[config.mk]
export PLATFORM = sky130hd
export DESIGN_NAME = deco_frame_feeder
export DESIGN_NICKNAME = d
export VERILOG_FILES = /design/src/rtl/deco_frame_feeder.sv
export SDC_FILE = /design/constraint.sdc
export NUM_CORES = 1
export LEC_CHECK = 0
export BUFFER_PORTS_ARGS = -buffer_cell sky130_fd_sc_hd__buf_2
export CORE_UTILIZATION = 45
export DETAILED_ROUTE_END_ITERATION = 10
export RECOVER_POWER = 50
export SETUP_SLACK_MARGIN = 0.02
export SYNTH_ARGS = -nofsm -noshare
export SYNTH_HDL_FRONTEND = slang
export SYNTH_SLANG_ARGS = --single-unit
export TNS_END_PERCENT = 20
[constraint.sdc]
create_clock -name clk_p_i -period 5.45 [get_ports clk_p_i]
set_clock_uncertainty 0.15 [all_clocks]
set_input_delay 0.545 -clock clk_p_i [delete_from_list [all_inputs] [get_ports clk_p_i]]
set_output_delay 0.545 -clock clk_p_i [all_outputs]
set_load 0.1 [all_outputs]
[src/rtl/deco_frame_feeder.sv]
// Frame buffer and serializer for Deco: a pushed frame pops one cycle later, then goes out as WORDS words plus one hold word.
// Backpressure: frame_ready_o drops while the FIFO is full; the next frame waits for Deco's done_i.
module deco_frame_feeder #(
    parameter  int WORD_W     = 21,
    parameter  int WORDS      = 4,
    parameter  int FIFO_DEPTH = 2,
    parameter  int CNT_W      = 16,
    parameter  int TIMEOUT    = 1024,
    localparam int FRAME_W    = WORD_W * WORDS,
    localparam int LVL_W      = $clog2(FIFO_DEPTH) + 1
) (
    input  logic               clk_p_i,
    input  logic               reset_p_i,
    input  logic               frame_valid_i,
    input  logic [FRAME_W-1:0] frame_i,
    output logic               frame_ready_o,
    output logic               start_o,
    output logic [WORD_W-1:0]  data_o,
    input  logic               done_i,
    output logic               busy_o,
    output logic [LVL_W-1:0]   fifo_level_o,
    output logic [CNT_W-1:0]   frame_cnt_o,
    output logic               proto_err_o
);

    localparam int PTR_W = $clog2(FIFO_DEPTH);
    localparam int IDX_W = (WORDS > 1) ? $clog2(WORDS) : 1;
    localparam int TMO_W = $clog2(TIMEOUT) + 1;

    typedef enum logic [1:0] {
        S_IDLE,
        S_SEND,
        S_HOLD,
        S_WAIT
    } state_t;

    state_t                       state_q, state_d;
    logic [FRAME_W-1:0]           mem_q [FIFO_DEPTH];
    logic [PTR_W-1:0]             wr_ptr_q, rd_ptr_q;
    logic [LVL_W-1:0]             level_q, level_d;
    logic [WORDS-1:0][WORD_W-1:0] frame_q;
    logic [IDX_W-1:0]             idx_q, idx_d;
    logic [TMO_W-1:0]             tmo_q, tmo_d;
    logic [CNT_W-1:0]             cnt_q, cnt_d;
    logic                         err_q, err_d;
    logic                         full, push, pop;

    // Ready comes from the registered level only, so a same-cycle pop never frees a slot early.
    assign full          = (level_q == LVL_W'(FIFO_DEPTH));
    assign frame_ready_o = !full;
    assign push          = frame_valid_i && !full;

    always_comb begin
        level_d = level_q;
        case ({push, pop})
            2'b10:   level_d = level_q + LVL_W'(1);
            2'b01:   level_d = level_q - LVL_W'(1);
            default: level_d = level_q;
        endcase
    end

    always_comb begin
        state_d = state_q;
        idx_d   = idx_q;
        tmo_d   = tmo_q;
        cnt_d   = cnt_q;
        err_d   = err_q;
        pop     = 1'b0;
        start_o = 1'b0;
        data_o  = '0;
        case (state_q)
            S_IDLE: begin
                if (level_q != '0) begin
                    pop     = 1'b1;
                    idx_d   = '0;
                    state_d = S_SEND;
                end
            end
            S_SEND: begin
                start_o = 1'b1;
                data_o  = frame_q[idx_q];
                if (idx_q == IDX_W'(WORDS - 1)) begin
                    state_d = S_HOLD;
                end else begin
                    idx_d = idx_q + IDX_W'(1);
                end
            end
            S_HOLD: begin
                start_o = 1'b1;
                data_o  = frame_q[WORDS-1];
                tmo_d   = '0;
                state_d = S_WAIT;
            end
            S_WAIT: begin
                if (done_i) begin
                    cnt_d   = cnt_q + CNT_W'(1);
                    state_d = S_IDLE;
                end else if (tmo_q == TMO_W'(TIMEOUT - 1)) begin
                    err_d   = 1'b1;
                    state_d = S_IDLE;
                end else begin
                    tmo_d = tmo_q + TMO_W'(1);
                end
            end
            default: state_d = S_IDLE;
        endcase
        // A done pulse outside WAIT cannot belong to the frame in flight.
        if (done_i && (state_q != S_WAIT)) begin
            err_d = 1'b1;
        end
    end

    always_ff @(posedge clk_p_i) begin
        if (push) begin
            mem_q[wr_ptr_q] <= frame_i;
        end
    end

    always_ff @(posedge clk_p_i) begin
        if (reset_p_i) begin
            state_q  <= S_IDLE;
            wr_ptr_q <= '0;
            rd_ptr_q <= '0;
            level_q  <= '0;
            frame_q  <= '0;
            idx_q    <= '0;
            tmo_q    <= '0;
            cnt_q    <= '0;
            err_q    <= 1'b0;
        end else begin
            state_q <= state_d;
            level_q <= level_d;
            idx_q   <= idx_d;
            tmo_q   <= tmo_d;
            cnt_q   <= cnt_d;
            err_q   <= err_d;
            if (push) begin
                wr_ptr_q <= wr_ptr_q + PTR_W'(1);
            end
            if (pop) begin
                frame_q  <= mem_q[rd_ptr_q];
                rd_ptr_q <= rd_ptr_q + PTR_W'(1);
            end
        end
    end

    assign busy_o       = (state_q != S_IDLE);
    assign fifo_level_o = level_q;
    assign frame_cnt_o  = cnt_q;
    assign proto_err_o  = err_q;

endmodule

==> results of run 1 <==
==> final timing paths <==
path | from | to | slack, ns | cells after the start
max | fifo_level_o[0]$_SDFFE_PP0P_ | mem_q[0][0]$_DFFE_PP_ | 1.54 | 4
min | frame_i[64] | mem_q[1][64]$_DFFE_PP_ | 0.03 | 1
max reg2reg | fifo_level_o[0]$_SDFFE_PP0P_ | mem_q[0][0]$_DFFE_PP_ | 1.54 | 4
min reg2reg | tmo_q[10]$_SDFFE_PP0P_ | tmo_q[10]$_SDFFE_PP0P_ | 0.28 | 2
==> where the power goes <==
part / leakage [nW] / internal [W] / switching (W)
Combinational: 1.39 / 0.000785 / 0.00131
Clock: 0.531 / 0.00132 / 0.000828
Sequential: 2.56 / 0.00284 / 0.000385
==> flip-flops by register name, indices dropped and copies added (netlist names) <==
name,flops
tmo_q,11
wr_ptr_q,1
fifo_level_o,2
idx_q,2
proto_err_o,1
frame_q,84
rd_ptr_q,1
frame_cnt_o,16
mem_q,168
state_q,2
==> cells in the mapped netlist (all sizes together), types with 2 or more instances <==
cell type    n
clkbuf      40
a22oi       21
o21ai        8
nand2b       4
o31ai        7
and2         2
or4          5
and4         3
nand2       11
mux4        21
and3         2
buf         17
ha           9
mux2i       88
a31oi        2
or3          7
a211oi      85
inv          7
nor2b       27
nor2       109
xnor2        4
xor2        10
a21oi       16
nor3         4
edfxtp     168
nand3       12
dfxtp      120
nand4        7
==> cell families (layout without fill, tap and decap cells) <==
logic type / Yosys count / in the layout
muxes: 109 / 109
buffers and inverters: 64 / 211
xor gates and xnor gates: 14 / 14
adders and majority gates: 9 / 9
other: 0 / 2
DFF: 288 / 288
AOI/OAI and AO/OA: 144 / 144
and+or+nand+nor: 197 / 197
==> what timing repair did <==
action / 4_1_cts / 5_1_grt
hold buffers: 7 / 0
hold endpoints to repair: 13 / 0
gates resized for setup: 0 / 0
==> final cells by class <==
cell class	instances	area, um2
fillers	2100	11150
well taps	324	405.4
flip-flops and latches	288	7451
diodes	2	5.005
clock inverters	10	103.9
repair buffers	146	725.7
clock buffers	48	973.4
multi-input cells	473	3552
inverters	7	26.28
==> critical path, stage by stage (launching register included) <==
cell and delay [ns]:
dfxtp_1 0.41, nand2b_1 0.17, nand2_1 0.11, nor2_1 1.96, buf_4 0.70
==> metrics by stage <==
step	area (um2)	instances	power, W	worst slack (ns)	hold slack, ns
4_1_cts	13340	1296	0.007557	1.882	0.0001906
5_1_grt	13240	1297	0.007865	1.145	0.009389
3_5_place_dp	12190	1231	0.005400	2.476	0.2716
2_1_floorplan	11260	825	0.004823	0.4687	0.2569
3_3_place_gp	12190	1231	0.005360	2.469	0.2675
6_report	13240	1298	0.007469	1.536	0.02525
==> cell usage in the layout (no fill, tap or decap), types with 9 or more instances in the layout <==
cell type / instances
buf_4: 9
nor2_1: 109
a211oi_1: 85
a22oi_1: 21
clkbuf_16: 34
mux4_2: 21
mux2i_1: 88
ha_1: 9
dfxtp_1: 119
a21oi_1: 16
buf_2: 67
edfxtp_1: 168
xor2_1: 10
nor2b_1: 27
nand3_1: 12
nand2_1: 11
clkbuf_1: 69
==> routing by layer <==
| layer | track usage | vias to the layer above |
|---|---|---|
| met1 | 0.2753 | 3283 |
| met4 | 0.05584 | 0 |
| li1 | - | 3388 |
| met5 | 0 | - |
| met2 | 0.3067 | 163 |
| met3 | 0.02779 | 33 |
==> metrics.log, run 1 <==
[metrics] outcome: finished with violations
[metrics] violations in the final reports: capacitance limit, slew limit
[metrics] average wire per standard cell: 18.89 um
[metrics] post-synthesis adder-cell area fraction: 0.01001
[metrics] all-layer global routing usage: 0.1930
[metrics] Routed met1 length: 11210 um
[metrics] final weighted congestion in routability-driven placement: 0.7649
[metrics] count of port buffers added during placement: 130
[metrics] largest net degree at the start of global routing: 152
[metrics] post-synthesis instance area: 0.01125 mm2
[metrics] min Tclk post-route: 3.914 ns
[metrics] main combinational cell family by area after synthesis: multiplexers
[metrics] Post-CTS Setup Repair Bufs: 0
[metrics] Least-Margin Pin Slew: 2.653 ns
[metrics] cell count after synthesis: 825
[metrics] count of unresolved DRC violations after routing: 0
[metrics] post-layout net count: 1044
[metrics] sort of element at the end of the critical path: register
[metrics] Setup-failing EPs final: 0
[metrics] final total negative setup slack: 0 ns
[metrics] total clock buffers created by CTS: 31
[metrics] number of cell rows: 57
[metrics] syn_area_per_cell: 13.64 um2
[metrics] core footprint: 0.02439 mm2
[metrics] primary flip-flop cell chosen by synthesis mapping: edfxtp_1
[metrics] effective utilization at floorplan: 0.4614
[metrics] cell type with the largest total area after synthesis: edfxtp_1
[metrics] yosys synthesis warning count: 0
[metrics] PD cells: 564.0 mW/mm2
[metrics] top cells by area, synth: edfxtp_1 45%, dfxtp_1 21%, mux2i_1 7.8%
[metrics] ys async rst share: 0
[metrics] sum of overflow across all layers after global routing: 0
[metrics] via count of the first global-routing pass: 6553
[metrics] Via-to-Cell Ratio: 5.290
[metrics] setup repair after global routing missed its margin: no
[metrics] Area Overhead vs Synth: 17.67%
[metrics] flip-flop and latch count after synthesis: 288
[metrics] normalized max-slew margin: -0.7755
[metrics] number of antenna violations at the first check in global routing: 2
[metrics] maximum operating frequency: 0.2555 GHz
[metrics] top layer in use: met4
[metrics] total detailed-routing wirelength: 24520 um
[metrics] synth unique cells: 40
[metrics] share of the clock period used by the worst path: 0.7181
[metrics] clock root buffer: clkbuf_16
[metrics] drt first-iter violations: 499
[metrics] length of routed met3 wiring: 1148 um
[metrics] net count after synthesis: 922
[metrics] Fin. Hold Viols: 0
[metrics] complex-gate fraction of the synthesized area: 0.09116
[metrics] final count of pins violating max slew: 80
[metrics] routed wire length on met2: 11630 um
[metrics] number of flops mapped to enable cells by yosys: 168
[metrics] final core utilization: 0.5429
[metrics] router iterations before antenna repair: 4
[metrics] ratio of cells with drive above 1 in the final layout: 0.1543
[metrics] half-perimeter wire length after detailed placement: 16030 um
[metrics] clock-pin slew on the worst setup and hold paths: 0.06 ns
[metrics] H-tree depth: 1
[metrics] simple-gate share of the synthesized area: 0.08327
[metrics] sequential-to-total area share from yosys stat: 0.6617
[metrics] leakage power of the design: 4.481 nW
[metrics] mux share of post-synthesis cell area: 0.1203
[metrics] count of antenna-violating nets left after detailed routing: 0
[metrics] I/O pin count: 131
[metrics] xor and xnor fraction of the mapped netlist area: 0.01089
[metrics] area share of the leading cell type in the synthesized netlist: 0.4482
[metrics] vertical die dimension: 160.1 um
[metrics] floorplan die width: 160.1 um
[metrics] kind of critical path: register to register
[metrics] Worst EP required: 5.48 ns
[metrics] Worst Path Max Fanout: 36
[metrics] via count of the routed design: 6867
[metrics] Num Clock Sinks: 288
[metrics] CTS tree: yes
[metrics] later-pin clock latency in the skew report: 0.56 ns
[metrics] wire length of the first global-routing pass: 38090 um
[metrics] total die area: 0.02565 mm2
[metrics] Arrival @ worst endpoint: 3.94 ns
[metrics] CTS max path bufs: 3
[metrics] MaxCap Viol Count: 2
[metrics] worst voltage drop across the vdd grid: 0.3763 mV
[metrics] classification of the worst-slack hold path: input pin to register
[metrics] startpoint kind of the worst setup timing path: register
(Power assumes the default switching activity.)
==> run 2, diff against run 1 <==
--- a/config.mk
+++ b/config.mk
@@ -8,6 +8,7 @@
 export BUFFER_PORTS_ARGS = -buffer_cell sky130_fd_sc_hd__buf_2
 export CORE_UTILIZATION = 45
 export DETAILED_ROUTE_END_ITERATION = 10
+export PLACE_DENSITY = 0.67
 export RECOVER_POWER = 50
 export SETUP_SLACK_MARGIN = 0.02
 export SYNTH_ARGS = -nofsm -noshare
==> constraint.sdc (replaced) <==
create_clock -name clk_p_i -period 3.3 [get_ports clk_p_i]
set_clock_uncertainty 0.15 [all_clocks]
set_input_delay 0.33 -clock clk_p_i [delete_from_list [all_inputs] [get_ports clk_p_i]]
set_output_delay 0.33 -clock clk_p_i [all_outputs]
set_load 0.1 [all_outputs]
==> metrics.log, run 2 (synthesis results as in run 1) <==
[metrics] Flop pwr share: 0.427
[metrics] Biggest register: mem_q
[metrics] setup repair after global routing missed its margin: no
[metrics] final instance area: 0.01408 mm2
[metrics] Worst EP required: 2.82 ns
[metrics] half-perimeter wire length after detailed placement: 16380 um
[metrics] final core utilization: 0.5772
[metrics] I/O pin count: 131
[metrics] later-pin clock latency in the skew report: 0.55 ns
[metrics] average wire per standard cell: 18.48 um
[metrics] launch point of the worst path: idx_q[0]$_SDFFE_PP0P_
[metrics] final total negative setup slack: 0 ns
[metrics] Num Clock Sinks: 288
[metrics] Critical Path Sink: data_o[0]
[metrics] leakage power of the design: 4.806 nW
[metrics] startpoint of the worst register-to-register path: fifo_level_o[0]$_SDFFE_PP0P_
[metrics] total detailed-routing wirelength: 25430 um
[metrics] Least-Margin Pin Slew: 1.490 ns
[metrics] post-route worst setup slack: 0.2138 ns
[metrics] kind of critical path: register to output pin
[metrics] Critical Path Max Stage Delay: 0.86 ns
[metrics] floorplan die width: 160.1 um
[metrics] via count of the first global-routing pass: 7074
[metrics] vertical die dimension: 160.1 um
[metrics] sort of element at the end of the critical path: output pin
[metrics] CTS max path bufs: 3
[metrics] classification of the worst-slack hold path: input pin to register
[metrics] Critical Path, Cell by Cell: mux4_2, a22oi_1, nor2b_1, buf_2
[metrics] largest net degree at the start of global routing: 170
[metrics] combinational power share: 0.285
[metrics] number of fill cells in the layout: 2024
[metrics] count of antenna-violating nets left after detailed routing: 0
[metrics] all-layer global routing usage: 0.1985
[metrics] number of antenna violations at the first check in global routing: 1
[metrics] post-placement cell area: 0.01227 mm2
[metrics] Worst Path Max Fanout: 24
[metrics] via count of the routed design: 7296
[metrics] total clock buffers created by CTS: 29
[metrics] clock root buffer: clkbuf_16
[metrics] Fin. Hold Viols: 0
[metrics] MaxCap Viol Count: 0
[metrics] number of cell rows: 57
[metrics] Setup-failing EPs final: 0
[metrics] Ant. Diodes: 0
[metrics] PD cells: 890.2 mW/mm2
[metrics] Via-to-Cell Ratio: 5.302
[metrics] H-tree depth: 1
[metrics] final weighted congestion in routability-driven placement: 0.8088
[metrics] maximum operating frequency: 0.3240 GHz
[metrics] Arrival @ worst endpoint: 2.61 ns
[metrics] total die area: 0.02565 mm2
[metrics] sum of overflow across all layers after global routing: 0
[metrics] worst voltage drop across the vdd grid: 0.8913 mV
[metrics] Critical R2R Capture: mem_q[1][3]$_DFFE_PP_
[metrics] CTS tree: yes
[metrics] post-layout net count: 1126
[metrics] most frequent cells in the layout: 168 x edfxtp_1, 118 x dfxtp_1, 109 x nor2_1
[metrics] ratio of cells with drive above 1 in the final layout: 0.1530
[metrics] effective utilization at floorplan: 0.4614
[metrics] post-cts gate resize count: 0
[metrics] normalized max-slew margin: 0.006865
[metrics] Psw: 0.004238 W
[metrics] clock-pin slew on the worst setup and hold paths: 0.06 ns
[metrics] fraction of power spent switching nets: 0.3382
[metrics] outcome: completed
[metrics] final count of pins violating max slew: 0
[metrics] register-to-register setup slack: 0.58 ns
[metrics] router iterations before antenna repair: 4
[metrics] count of port buffers added during placement: 130
[metrics] count of unresolved DRC violations after routing: 0
[metrics] drt first-iter violations: 521
[metrics] Largest register FFs: 168
[metrics] startpoint kind of the worst setup timing path: register
[metrics] relative contribution of the clock network to total power: 0.287
[metrics] most common cell after layout, fill and taps aside: edfxtp_1
[metrics] wire length of the first global-routing pass: 39400 um
[metrics] worst slack, placed: 0.7088 ns
[metrics] min Tclk post-route: 3.086 ns
[metrics] internal power: 0.008294 W
[metrics] worst r2r path cells: 3
[metrics] core footprint: 0.02439 mm2
[metrics] share of the clock period used by the worst path: 0.9352
[metrics] Area Overhead vs Synth: 25.09%
[metrics] Worst path slowest cell: dfxtp_2
run 2: changes by cell type in the layout (fill, tap and decap cells not counted), sizes merged:
cell | previous run | this run
clkinvlp | 0 | 7
diode | 2 | 0
clkinv | 6 | 7
dlygate4sd3 | 7 | 85
inv | 9 | 8
bufinv | 2 | 7
buf | 77 | 81
clkbuf | 110 | 96
run 2: worst min-delay path by stage:
stage,to,from,slack [ns],cells past startpoint
after global placement,tmo_q[10]$_SDFFE_PP0P_,tmo_q[10]$_SDFFE_PP0P_,0.26,2
after CTS,wr_ptr_q$_SDFFE_PP0P_,frame_valid_i,0.1,4
after detailed placement,tmo_q[10]$_SDFFE_PP0P_,tmo_q[10]$_SDFFE_PP0P_,0.27,2
after floorplan,tmo_q[10]$_SDFFE_PP0P_,tmo_q[10]$_SDFFE_PP0P_,0.26,2
after global routing,wr_ptr_q$_SDFFE_PP0P_,frame_valid_i,0.10,4
final,wr_ptr_q$_SDFFE_PP0P_,frame_valid_i,0.06,4
run 2: repair_timing:
item,4_1_cts,5_1_grt
setup buffers,0,0
endpoints found under the hold margin,169,0
hold buffers,85,0
run 2: power groups by stage:
stage                     clock [W]  combinational [W]  sequential [W]
final                       0.00360            0.00358         0.00536
after global routing        0.00379            0.00393         0.00544
after CTS                   0.00364            0.00364         0.00537
after detailed placement          0            0.00354         0.00544
after global placement            0            0.00348         0.00541
after floorplan                   0            0.00286         0.00510
run 2: metal layers:
metal	up-vias	part of all wire	track usage
li1	3542	-	-
met1	3505	0.43	0.2623
met2	211	0.49	0.3356
met3	36	0.051	0.03039
met4	2	0.030	0.06364
met5	-	0.00067	0
run 2: area by class of cell:
class                           count  area [um2]  area share
Multi-Input combinational cell    473        3557      0.2527
Sequential cell                   288        7452      0.5293
Timing Repair Buffer              230        1573      0.1117
Inverter                            7       26.28    0.001866
Tap cell                          324       405.4     0.02879
Clock inverter                     22       307.8     0.02186
Clock buffer                       32       757.0     0.05377
run 2: critical path, delay by kind of cell, from the launching register on:
family	cells	cell delay, ns
AO/OA/AOI/OAI	1	0.25
multiplexers	1	0.58
flip-flops	1	0.86
AND/OR/NAND/NOR	1	0.07
buffers and inverters	1	0.29
run 2: stage by stage:
step | cells | hold WS, ns | total power, W
3_3_place_gp | 1237 | 0.2647 | 0.008888
2_1_floorplan | 825 | 0.2569 | 0.007967
4_1_cts | 1376 | 0.09903 | 0.01265
6_report | 1376 | 0.06148 | 0.01253
5_1_grt | 1376 | 0.1038 | 0.01316
3_5_place_dp | 1237 | 0.2686 | 0.008974
==> run 3, diff against run 2 <==
--- a/config.mk
+++ b/config.mk
@@ -5,6 +5,7 @@
 export SDC_FILE = /design/constraint.sdc
 export NUM_CORES = 1
 export LEC_CHECK = 0
+export ABC_AREA = 1
 export BUFFER_PORTS_ARGS = -buffer_cell sky130_fd_sc_hd__buf_2
 export CORE_UTILIZATION = 45
 export DETAILED_ROUTE_END_ITERATION = 10
==> metrics.log, run 3 <==
[metrics] total area of multi-input combinational cells: 0.003448 mm2
[metrics] worst r2r path cells: 5
[metrics] worst voltage drop across the vdd grid: 0.4797 mV
[metrics] area share of the leading cell type in the synthesized netlist: 0.4422
[metrics] number of flops mapped to enable cells by yosys: 168
[metrics] number of cells on the worst hold path: 2
[metrics] cell class contributing the biggest share of worst-path delay: buffers and inverters
[metrics] post-synthesis adder-cell area fraction: 0.009870
[metrics] sum of overflow across all layers after global routing: 0
[metrics] drt first-iter violations: 693
[metrics] primary flip-flop cell chosen by synthesis mapping: edfxtp_1
[metrics] clock-pin slew on the worst setup and hold paths: 0.06 ns
[metrics] register-to-register setup slack: 0.80 ns
[metrics] min Tclk post-route: 3.165 ns
[metrics] Buf+Inv Stages, Crit Path: 3
[metrics] average wire per standard cell: 17.10 um
[metrics] router iterations before antenna repair: 5
[metrics] total die area: 0.02600 mm2
[metrics] Num Clock Sinks: 288
[metrics] leakage power of the design: 5.206 nW
[metrics] xor and xnor fraction of the mapped netlist area: 0.0007676
[metrics] worst slack, placed: 0.7748 ns
[metrics] Worst Path Max Fanout: 12
[metrics] Via-to-Cell Ratio: 5.265
[metrics] final weighted congestion in routability-driven placement: 0.8403
[metrics] cell type with the largest total area after synthesis: edfxtp_1
[metrics] effective utilization at floorplan: 0.4637
[metrics] Critical R2R Capture: mem_q[0][72]$_DFFE_PP_
[metrics] ratio of cells with drive above 1 in the final layout: 0.1077
[metrics] Fin. Hold Viols: 0
[metrics] normalized max-slew margin: -0.3185
[metrics] Largest register FFs: 168
[metrics] kind of critical path: register to output pin
[metrics] vertical die dimension: 161.2 um
[metrics] post-layout net count: 1419
[metrics] PD cells: 881.3 mW/mm2
[metrics] wire length of the first global-routing pass: 44550 um
[metrics] CTS max path bufs: 3
[metrics] count of port buffers added during placement: 130
[metrics] most frequent cells in the layout: 273 x nand2_1, 168 x edfxtp_1, 141 x o21ai_0
[metrics] final count of pins violating max slew: 87
[metrics] number of fill cells in the layout: 2177
[metrics] final instance area: 0.01402 mm2
[metrics] most common cell after layout, fill and taps aside: nand2_1
[metrics] all-layer global routing usage: 0.2215
[metrics] CTS tree: yes
[metrics] MaxCap Viol Count: 1
[metrics] number of cells on the critical path: 6
[metrics] Worst EP required: 2.82 ns
[metrics] post-synthesis instance area: 0.01141 mm2
[metrics] Biggest register: mem_q
[metrics] floorplan die width: 161.2 um
[metrics] number of antenna violations at the first check in global routing: 1
[metrics] main combinational cell family by area after synthesis: simple AND/OR/NAND/NOR gates
[metrics] clock root buffer: clkbuf_16
[metrics] Least-Margin Pin Slew: 1.978 ns
[metrics] setup repair after global routing missed its margin: no
[metrics] synth unique cells: 32
[metrics] outcome: finished with violations
[metrics] simple-gate share of the synthesized area: 0.1542
[metrics] mux share of post-synthesis cell area: 0
[metrics] total clock buffers created by CTS: 30
[metrics] Critical Path Sink: data_o[13]
[metrics] sort of element at the end of the critical path: output pin
[metrics] complex-gate fraction of the synthesized area: 0.1383
[metrics] net count after synthesis: 1229
[metrics] H-tree depth: 1
[metrics] largest net degree at the start of global routing: 113
[metrics] total power: 0.01236 W
[metrics] via count of the routed design: 8793
[metrics] top cells by area, synth: edfxtp_1 44%, dfxtp_1 21%, nand2_1 8.9%
[metrics] sequential-to-total area share from yosys stat: 0.6527
[metrics] post-cts gate resize count: 0
[metrics] Critical Path Max Stage Delay: 0.52 ns
[metrics] violations in the final reports: capacitance limit, slew limit
[metrics] total area of sequential cells: 0.007447 mm2
[metrics] post-placement cell area: 0.01231 mm2
[metrics] later-pin clock latency in the skew report: 0.55 ns
[metrics] Setup-failing EPs final: 0
[metrics] cell count after synthesis: 1132
[metrics] number of cell rows: 57
[metrics] count of unresolved DRC violations after routing: 0
[metrics] half-perimeter wire length after detailed placement: 17580 um
[metrics] Worst path slowest cell: ha_1
[metrics] I/O pin count: 131
[metrics] Critical Path, Cell by Cell: inv_1, ha_1, buf_4, nand2_1, a21oi_1, buf_2
[metrics] classification of the worst-slack hold path: input pin to register
[metrics] startpoint of the worst register-to-register path: fifo_level_o[0]$_SDFFE_PP0P_
[metrics] count of antenna-violating nets left after detailed routing: 0
[metrics] via count of the first global-routing pass: 8038
[metrics] launch point of the worst path: state_q[0]$_SDFFE_PP0P_
[metrics] Area Overhead vs Synth: 22.91%
[metrics] post-route worst setup slack: 0.1351 ns
[metrics] core footprint: 0.02460 mm2
[metrics] startpoint kind of the worst setup timing path: register
[metrics] share of the clock period used by the worst path: 0.9590
[metrics] Ant. Diodes: 0
[metrics] maximum operating frequency: 0.3160 GHz
[metrics] ys async rst share: 0
[metrics] flip-flop and latch count after synthesis: 288
[metrics] syn_area_per_cell: 10.08 um2
[metrics] most numerous cell types in the synthesized netlist: 271 x nand2_1, 168 x edfxtp_1, 141 x o21ai_0
[metrics] most frequent cell after synthesis: nand2_1
[metrics] total detailed-routing wirelength: 28560 um
[metrics] yosys synthesis warning count: 0
[metrics] Arrival @ worst endpoint: 2.68 ns
## run 3: logic make-up after synthesis
group / count (synthesis)
and+or+nand+nor: 424
AOI/OAI and AO/OA: 293
DFF: 288
buffers and inverters: 117
adders and majority gates: 9
xor gates and xnor gates: 1
## run 3: worst register-to-register path, delay by kind of cell, from the launching register on
| family | cells | cell delay [ns] |
|---|---|---|
| simple gates | 3 | 0.37 |
| flops | 1 | 0.43 |
| buf+inv | 2 | 1.04 |
## run 3: stage by stage
stage	hold WS, ns	cells	setup TNS, ns	util
after CTS	0.005274	1670	0	0.5755
after global placement	0.3046	1529	0	0.5005
after global routing	0.04896	1670	0	0.5699
final	0.01384	1670	0	0.5699
after detailed placement	0.3078	1529	0	0.5005
after floorplan	0.2585	1132	-7.130	-
## run 3: how the worst min path moves through the flow
stage                                             end                   from
after global routing      frame_cnt_o[2]$_SDFFE_PP0P_              reset_p_i
after detailed placement        tmo_q[2]$_SDFFE_PP0P_  tmo_q[2]$_SDFFE_PP0P_
after floorplan                 idx_q[0]$_SDFFE_PP0P_              reset_p_i
after global placement          tmo_q[2]$_SDFFE_PP0P_  tmo_q[2]$_SDFFE_PP0P_
final                        proto_err_o$_SDFFE_PP0P_              reset_p_i
after CTS                    proto_err_o$_SDFFE_PP0P_              reset_p_i
## run 3: final cells by class
type,count,area share
Sequential cell,288,0.5311
Timing Repair Buffer,229,0.1108
Inverter,46,0.01231
Clock inverter,19,0.01276
Multi-Input combinational cell,727,0.2459
Clock buffer,37,0.05826
Tap cell,324,0.02891
## run 3: routing by layer
metal  vias up  part of all wire  global-route usage
met5         -           0.00046                   0
met1      4107              0.43              0.3058
met3        62             0.067             0.03518
met4         2             0.040             0.08919
met2       308              0.47              0.3497
li1       4314                 -                   -
## run 3: repair_timing
action | CTS | global route
setup buffers | 0 | 0
endpoints found under the hold margin | 169 | 0
hold buffers | 85 | 0
## run 3: report_power, final
part | total (W) | internal (W) | switching (W)
Clock | 0.00334 | 0.00199 | 0.00136
Combinational | 0.00370 | 0.00101 | 0.00270
Sequential | 0.00531 | 0.00472 | 0.000597
Total | 0.0124 | 0.00771 | 0.00465
